--- config.mk ---
export PLATFORM = sky130hd
export DESIGN_NAME = lcd_ctrl
export DESIGN_NICKNAME = d
export VERILOG_FILES = /design/src/rtl/lcd_pkg.sv /design/src/rtl/lcd_timer.sv /design/src/rtl/lcd_ctrl.sv
export SDC_FILE = /design/constraint.sdc
export NUM_CORES = 1
export LEC_CHECK = 0
export BUFFER_PORTS_ARGS = -buffer_cell sky130_fd_sc_hd__buf_2
export CAP_MARGIN = 20
export CORE_MARGIN = 3
export CORE_UTILIZATION = 55
export CTS_BUF_LIST = sky130_fd_sc_hd__clkbuf_16
export DETAILED_ROUTE_END_ITERATION = 6
export PLACE_DENSITY_LB_ADDON = 0.12
export SKIP_CTS_REPAIR_TIMING = 1
export SKIP_LAST_GASP = 1
export SYNTH_ARGS = -nofsm -noshare
export SYNTH_HDL_FRONTEND = slang
export SYNTH_SLANG_ARGS = --single-unit
--- constraint.sdc ---
create_clock -name clk -period 4.8 [get_ports clk]
set_clock_uncertainty 0.15 [all_clocks]
set_input_delay 0.96 -clock clk [delete_from_list [all_inputs] [get_ports clk]]
set_output_delay 0.96 -clock clk [all_outputs]
set_load 0.1 [all_outputs]
--- src/rtl/lcd_pkg.sv ---
// Shared types and constants for the character-LCD sequencing controller.
package lcd_pkg;

  typedef enum logic [2:0] {
    RST_HOLD,
    PWR_WAIT,
    LOAD,
    SETUP,
    PULSE,
    HOLD,
    IDLE
  } state_t;

  // Power-on command list: 8-bit/2-line, display on, entry increment, clear.
  localparam logic [7:0] INIT_CMD [4] = '{8'h38, 8'h0C, 8'h06, 8'h01};
  localparam logic [1:0] INIT_LAST    = 2'd3;
  localparam logic [7:0] CMD_CLEAR    = 8'h01;

  function automatic int max_of(input int a, input int b);
    return (a > b) ? a : b;
  endfunction

endpackage

--- src/rtl/lcd_timer.sv ---
// Loadable down-counter; done is high during the last cycle of a loaded interval.
module lcd_timer #(
  parameter int W = 8
) (
  input  logic         clk,
  input  logic         rst_n,
  input  logic         load,
  input  logic [W-1:0] load_val,
  output logic         done,
  output logic         zero
);

  logic [W-1:0] count;

  // NOTE: registers are assigned with <= so every flop samples pre-edge values.
  always_ff @(posedge clk) begin
    if (!rst_n) begin
      count <= '0;
    end else if (load) begin
      count <= load_val;
    end else if (count != '0) begin
      count <= count - W'(1);
    end
  end

  assign done = (count == W'(1));
  assign zero = (count == '0);

endmodule

--- src/rtl/lcd_ctrl.sv ---
// Character-LCD controller: panel reset, power-up wait, init commands, then
// one handshaked byte at a time with setup / enable / post-write timing.
module lcd_ctrl
  import lcd_pkg::*;
#(
  parameter int T_RST  = 1000,
  parameter int T_PWR  = 20000,
  parameter int T_SU   = 4,
  parameter int T_EN   = 12,
  parameter int T_WAIT = 2500,
  parameter int T_CLR  = 90000
) (
  input  logic       clk,
  input  logic       rst_n,
  input  logic       req_valid,
  input  logic       req_rs,
  input  logic [7:0] req_data,
  output logic       req_ready,
  output logic       init_done,
  output logic       lcd_en,
  output logic       lcd_rs,
  output logic       lcd_rw,
  output logic [7:0] lcd_db,
  output logic       lcd_rst
);

  localparam int T_MAX = max_of(max_of(max_of(T_RST, T_PWR), max_of(T_SU, T_EN)),
                                max_of(T_WAIT, T_CLR));
  localparam int CW    = $clog2(T_MAX) + 1;

  state_t          state;
  logic [1:0]      idx;
  logic            tmr_load;
  logic [CW-1:0]   tmr_val;
  logic            tmr_done;
  logic            tmr_zero;
  logic            is_clear;
  logic            accept;

  assign lcd_rw   = 1'b0;
  assign is_clear = !lcd_rs && (lcd_db == CMD_CLEAR);
  assign accept   = req_valid && req_ready;

  // Reset leaves the counter at zero, so RST_HOLD spends its first cycle
  // loading T_RST-1; its total length is still T_RST cycles (T_RST >= 2).
  // NOTE: every output gets a default first, so no path infers a latch.
  always_comb begin
    tmr_load = 1'b0;
    tmr_val  = '0;
    case (state)
      RST_HOLD: begin
        if (tmr_zero) begin
          tmr_load = 1'b1;
          tmr_val  = CW'(T_RST - 1);
        end else if (tmr_done) begin
          tmr_load = 1'b1;
          tmr_val  = CW'(T_PWR);
        end
      end
      LOAD: begin
        tmr_load = 1'b1;
        tmr_val  = CW'(T_SU);
      end
      SETUP: begin
        tmr_load = tmr_done;
        tmr_val  = CW'(T_EN);
      end
      PULSE: begin
        tmr_load = tmr_done;
        tmr_val  = is_clear ? CW'(T_CLR) : CW'(T_WAIT);
      end
      IDLE: begin
        tmr_load = accept;
        tmr_val  = CW'(T_SU);
      end
      default: ;
    endcase
  end

  lcd_timer #(.W(CW)) u_timer (
    .clk      (clk),
    .rst_n    (rst_n),
    .load     (tmr_load),
    .load_val (tmr_val),
    .done     (tmr_done),
    .zero     (tmr_zero)
  );

  always_ff @(posedge clk) begin
    if (!rst_n) begin
      state     <= RST_HOLD;
      idx       <= '0;
      lcd_en    <= 1'b0;
      lcd_rs    <= 1'b0;
      lcd_db    <= '0;
      lcd_rst   <= 1'b0;
      req_ready <= 1'b0;
      init_done <= 1'b0;
    end else begin
      case (state)
        RST_HOLD: if (tmr_done) begin
          state   <= PWR_WAIT;
          lcd_rst <= 1'b1;
        end
        PWR_WAIT: if (tmr_done) state <= LOAD;
        LOAD: begin
          lcd_rs <= 1'b0;
          lcd_db <= INIT_CMD[idx];
          state  <= SETUP;
        end
        SETUP: if (tmr_done) begin
          lcd_en <= 1'b1;
          state  <= PULSE;
        end
        PULSE: if (tmr_done) begin
          lcd_en <= 1'b0;
          state  <= HOLD;
        end
        HOLD: if (tmr_done) begin
          if (!init_done && idx != INIT_LAST) begin
            idx   <= idx + 2'd1;
            state <= LOAD;
          end else begin
            init_done <= 1'b1;
            req_ready <= 1'b1;
            state     <= IDLE;
          end
        end
        IDLE: if (accept) begin
          lcd_rs    <= req_rs;
          lcd_db    <= req_data;
          req_ready <= 1'b0;
          state     <= SETUP;
        end
        default: state <= RST_HOLD;
      endcase
    end
  end

endmodule

# Word level (Yosys, flattened, before mapping)
# Index checks and enable logic that the tools add are counted.
dict set report word_totals {
  reg_bits 36
  in_bits 12
  out_inout_bits 14
  elab_cells 82
}
dict set report classes {
  n_addsub 2
  order_cmp 1
  n_eq_ne 16
  mux 31
  n_bitwise 2
  reduce_logical 21
}
# operator count
set ops {}
lappend ops {{17-bit one-hot mux with 4 select lines} 1}
lappend ops {{18-bit two-way mux} 2}
lappend ops {{15-bit two-way mux} 2}
lappend ops {{8-bit two-way mux} 3}
lappend ops {{3-bit two-way mux} 7}
lappend ops {{3-bit one-hot mux with 7 select lines} 1}
lappend ops {{18-bit by 1-bit equality test with 1-bit output, second input constant} 1}
lappend ops {{18-bit zero test} 1}
lappend ops {{18-bit nonzero test} 1}
lappend ops {{18-bit by 1-bit subtractor with 18-bit output, second input constant} 1}
lappend ops {{17-bit two-way mux} 1}
lappend ops {{8-bit binary-select mux with 2-bit select} 1}
lappend ops {{2-bit != test, second input constant} 8}
lappend ops {{8-bit one-hot mux with 2 select lines} 1}
lappend ops {{3-bit equality test, second input constant} 3}
lappend ops {{3-bit AND reduction} 3}
lappend ops {{8-bit by 1-bit equality test with 1-bit output, second input constant} 1}
lappend ops {{1-bit two-way mux} 8}
lappend ops {{2-bit nonzero test} 4}
lappend ops {{3-bit by 2-bit equality test with 1-bit output, second input constant} 2}
lappend ops {{1-bit one-hot mux with 2 select lines} 3}
lappend ops {{6-bit AND reduction} 1}
lappend ops {{1-bit one-hot mux with 4 select lines} 1}
lappend ops {{2-bit AND reduction} 2}
lappend ops {{10 further kinds} 14}

# Longest topological paths before layout
dict set report logic_depth {
  word_depth 5
  depth_mapped 10
  depth_no_buf 8
}

# Hierarchy
# Synthesis repeated with hierarchy kept, for this count alone.
dict set report hier_totals {
  hier_cells 247
  area_unflattened_um2 2138.3
}
# module instances cells_per_inst area_per_inst_um2 seq_area_each_um2
set modules_own_cells {}
lappend modules_own_cells {lcd_timer 1 124 1074.8 360.3}
lappend modules_own_cells {lcd_ctrl 1 123 1063.5 360.3}

# Worst setup path after synthesis
# No wires, ideal clock.
dict set report synth_timing {
  path_type {reg-to-reg}
  from {register req_ready}
  to {register u_timer.count[9]}
  setup_time_ps 122
  t_arrival_ps 2097
  required_ps 4528
  setup_slack_ps 2432
  stages_incl_launch_ff 6
  path_buffers 1
  period_less_slack_ps 2368
  cell_sequence {dfxtp_1 > nand2_1 > a21oi_1 > nor2_1 > buf_6 > o311a_1}
}
dict set report synth_between {
  elab_chain_cells 3
  word_cells_on_any_way 4
  classes_between {mux: 2; reduce/logical: 2}
}
# element line
set synth_lines {}
lappend synth_lines {{from (decl)} lcd_ctrl.sv:18} ;# output logic req_ready,
lappend synth_lines {{from (signal assigned)} lcd_ctrl.sv:97} ;# req_ready <= 1'b0;
lappend synth_lines {{from (signal assigned)} lcd_ctrl.sv:125} ;# req_ready <= 1'b1;
lappend synth_lines {{from (signal assigned)} lcd_ctrl.sv:132} ;# req_ready <= 1'b0;
lappend synth_lines {{1-bit logical AND *} lcd_ctrl.sv:42} ;# assign accept = req_valid && req_ready;
lappend synth_lines {{1-bit one-hot mux with 4 select lines *} lcd_ctrl.sv:50} ;# case (state)
lappend synth_lines {{18-bit two-way mux or 2-bit nonzero test (tied branches)} n/a}
lappend synth_lines {{to (signal assigned)} lcd_timer.sv:20} ;# count <= load_val;
lappend synth_lines {{to (signal assigned)} lcd_timer.sv:22} ;# count <= count - W'(1);
lappend synth_lines {{to (decl)} lcd_timer.sv:13} ;# logic [W-1:0] count;
# Every way passes the cells marked *; elsewhere a longest branch is shown, timed or not.
# A chain may end at the register's enable or synchronous reset.

# Final worst setup path
dict set report layout_timing {
  from {register u_timer.count[11]}
  to {register u_timer.count[2]}
}
dict set report layout_between {
  elab_chain_cells 5
  word_cells_on_any_way 10
  classes_between {eq/ne: 1; mux: 6; reduce/logical: 3}
}
# element line
set layout_lines {}
lappend layout_lines {{18-bit by 1-bit equality test with 1-bit output} lcd_timer.sv:26} ;# assign done = (count == W'(1));
lappend layout_lines {{1-bit two-way mux} lcd_ctrl.sv:55} ;# end else if (tmr_done) begin
lappend layout_lines {{1-bit two-way mux} lcd_ctrl.sv:52} ;# if (tmr_zero) begin
lappend layout_lines {{1-bit one-hot mux with 4 select lines} lcd_ctrl.sv:50}
lappend layout_lines {{18-bit two-way mux or 2-bit nonzero test (tied branches)} n/a}
# Parallel ways exist; a longest one is shown, timed or not.

==> flow_summary_export.csv <==
group,metric,value,unit
run_status,status,"finished, final reports clean",
die,die_h,66.5,µm
yosys,yosysSeqAreaShare,0.358,
clock_tree,cts_tree,"done",
clock_tree,cts_max_level,2,
setup_path,reg2reg_from,"u_timer.count[11]",
placed_design,io_buffers,24,
yosys,synth_cells,241,
pwr,p_per_area,566,nW/µm²
detailed_routing,drc_errors,0,
cells_and_area,fillers,305,
yosys,syn_area,2010,µm²
detailed_routing,finalWirelength,4460,µm
sta,maxSlewViolCount,0,
setup_path,path_class,"reg -> reg",
cells_and_area,diodes,0,
global_routing,grt_util_all_layers,0.242,
yosys,synth_edf_count,0,
clock_tree,clock_path_buffers,2,
setup_path,rr_endpoint,"u_timer.count[2]",
hold_path,whs_endpoint,"lcd_rst",
detailed_routing,wl_per_cell,14.5,µm
setup_path,arrival,2.52,ns
cells_and_area,drive_gt1_frac,0.165,
clock_tree,cts.root.buffer_cell,"clkbuf_16",
clock_tree,clk_pin_slew,0.05,ns
global_routing,grt_pass1_vias,1678,
yosys,ys_ff_latch,36,
clock_tree,clock_latency,0.28,ns
yosys,ys_warn_count,0,
cells_and_area,area_growth,12.4,%
yosys,syn_area_per_cell,8.34,µm²
die,io_pins,26,
sta,finalWorstSetupSlack,2.26,ns
sta,fmax,394,MHz
detailed_routing,num_vias,1755,
run,maxCapViolations,0,
detailed_routing,drtIter0Drc,223,
setup_path,crit_required,4.78,ns
yosys,syn_nets,258,
global_routing,antenna_found_initial,0,
sta,layout_min_cycle_time,2.54,ns
global_routing,grt_max_degree,28,
yosys,synth_flop_cell,"dfxtp_1",
pwr,swShare,0.401,
cells_and_area,instances_no_fill,307,
hold_path,whs_path_depth,2,
sta,whs,0.347,ns
hold_path,min_from,"lcd_rst",
placed_design,pre_cts_ws,2.20,ns
pwr,switchingPower,0.000513,W
global_routing,grt_overflow,0,
die,die_area,4420,µm²
die,die_w,66.5,µm
setup_path,ff2ff_path_depth,7,
sta,hold_viol,0,
sta,tightest_slew,0.788,ns
setup_path,r2r_slack,2.26,ns
setup_path,end_kind,"register",
pwr,power_frac_clock,0.234,
cells_and_area,mostFrequentLayoutCell,"dfxtp_1",
sta,fin_crit_sh,0.529,
global_routing,grt_pass1_wl,8060,µm
pwr,ir_drop,0.000319,V
setup_path,startpoint_type,"register",
yosys,synth.distinct_cells,53,
die,row_count,21,
sta,final.setup.tns,0,ns
placed_design,placed_cells,300,
placed_design,place_congestion,0.880,
die,core,3420,µm²
cells_and_area,final_util,0.662,
pwr,p_comb_frac,0.433,
detailed_routing,vias_per_cell,5.72,
die,floorplan.initialDensity,0.589,
setup_path,path_max_fanout,20,
sta,grt_setup_unrepaired,"false",
cells_and_area,final_cell_mix,"dfxtp_1 (36), nand2_1 (26), buf_2 (24)",
yosys,synthArstFlopShare,0,
clock_tree,cts-buffers-inserted,5,
placed_design,place_hpwl,3240,µm
sta,slew_headroom,0.471,
pwr,p_seq_frac,0.333,
pwr,p_leak,0.970,nW
cells_and_area,final_nets,278,
sta,setup_viol,0,
clock_tree,cts_sinks,36,
hold_path,hold_class,"reg -> reg",
detailed_routing,ant_nets,0,
detailed_routing,firstDrtPassIters,4,
pwr,internal_power,0.000767,W
-- sequential cells by signal (all words and copies together), names as in the netlist --
signal         cells
u_timer.count     18
lcd_db             8
init_done          1
lcd_rs             1
req_ready          1
lcd_en             1
lcd_rst            1
state              3
idx                2
-- stage by stage --
stage	cell area [µm²]	power, W
floorplan	2010	0.000896
global placement	2130	0.000977
detailed placement	2130	0.000982
CTS	2260	0.00129
global route	2260	0.00139
finish	2260	0.00128
-- cell usage after synthesis, drive strengths merged, types with 4 or more instances --
cell type | count | area (µm²)
a21oi | 14 | 70.1
buf | 7 | 53.8
clkbuf | 6 | 22.5
dfxtp | 36 | 721
ha | 5 | 62.6
inv | 6 | 22.5
nand2 | 27 | 104
nand3 | 13 | 75.1
nand4 | 4 | 25.0
nor2 | 21 | 78.8
nor2b | 6 | 37.5
nor3 | 9 | 45.0
nor4 | 6 | 52.6
o211a | 5 | 50.1
o211ai | 4 | 30.0
o21ai | 17 | 85.1
o31ai | 4 | 35.0
xnor2 | 9 | 78.8
xor2 | 7 | 61.3
-- critical path, stage by stage (launching register included) --
cell and delay (ns):
dfxtp_1 0.33, nor4_1 0.63, nand2_1 0.20, a2111oi_2 0.30, nor2_1 0.07, buf_4 0.21
a221oi_1 0.36, a221oi_1 0.13
-- worst max-delay path by stage --
stage | start | to | slack [ns] | cells after the start
floorplan | req_ready | u_timer.count[9] | 2.43 | 5
global placement | req_valid | u_timer.count[2] | 2.28 | 8
detailed placement | req_valid | u_timer.count[2] | 2.20 | 8
CTS | u_timer.count[11] | u_timer.count[2] | 2.27 | 7
global route | u_timer.count[11] | u_timer.count[2] | 1.94 | 7
finish | u_timer.count[11] | u_timer.count[2] | 2.26 | 7
-- cell families after synthesis --
group,Yosys count,share of synthesized area
AOI/OAI and AO/OA,64,0.224
xor gates and xnor gates,16,0.0697
adders and majority gates,5,0.0311
buffers and inverters,19,0.0492
DFF,36,0.358
other,1,0.00187
and+or+nand+nor,100,0.266
-- metal layers --
| metal | vias to the layer above | track usage | part of all wire | routed length, µm |
|---|---|---|---|---|
| met3 | 7 | 0.0759 | 0.053 | 236 |
| met5 | - | 0 | 0 | 0 |
| met4 | 0 | 0.0812 | 0.015 | 68 |
| met2 | 46 | 0.327 | 0.43 | 1940 |
| met1 | 791 | 0.356 | 0.50 | 2220 |
| li1 | 911 | - | - | - |
-- power by group through the flow --
| stage | registers (W) | logic (W) | clock network, W |
|---|---|---|---|
| finish | 0.000426 | 0.000554 | 0.000300 |
| global route | 0.000434 | 0.000634 | 0.000327 |
| CTS | 0.000425 | 0.000554 | 0.000309 |
| detailed placement | 0.000431 | 0.000551 | 0 |
| global placement | 0.000429 | 0.000547 | 0 |
| floorplan | 0.000427 | 0.000469 | 0 |
-- final cells by class --
type                    instances  area, µm²  share of cell area
flip-flops and latches         36        721               0.319
multi-input cells             186       1190               0.527
well taps                      46       57.6              0.0255
repair buffers                 26        135              0.0598
clock inverters                 2       8.76             0.00387
inverters                       6       22.5             0.00996
clock buffers                   5        125              0.0553
No activity file was read; power rests on OpenSTA's default activity.
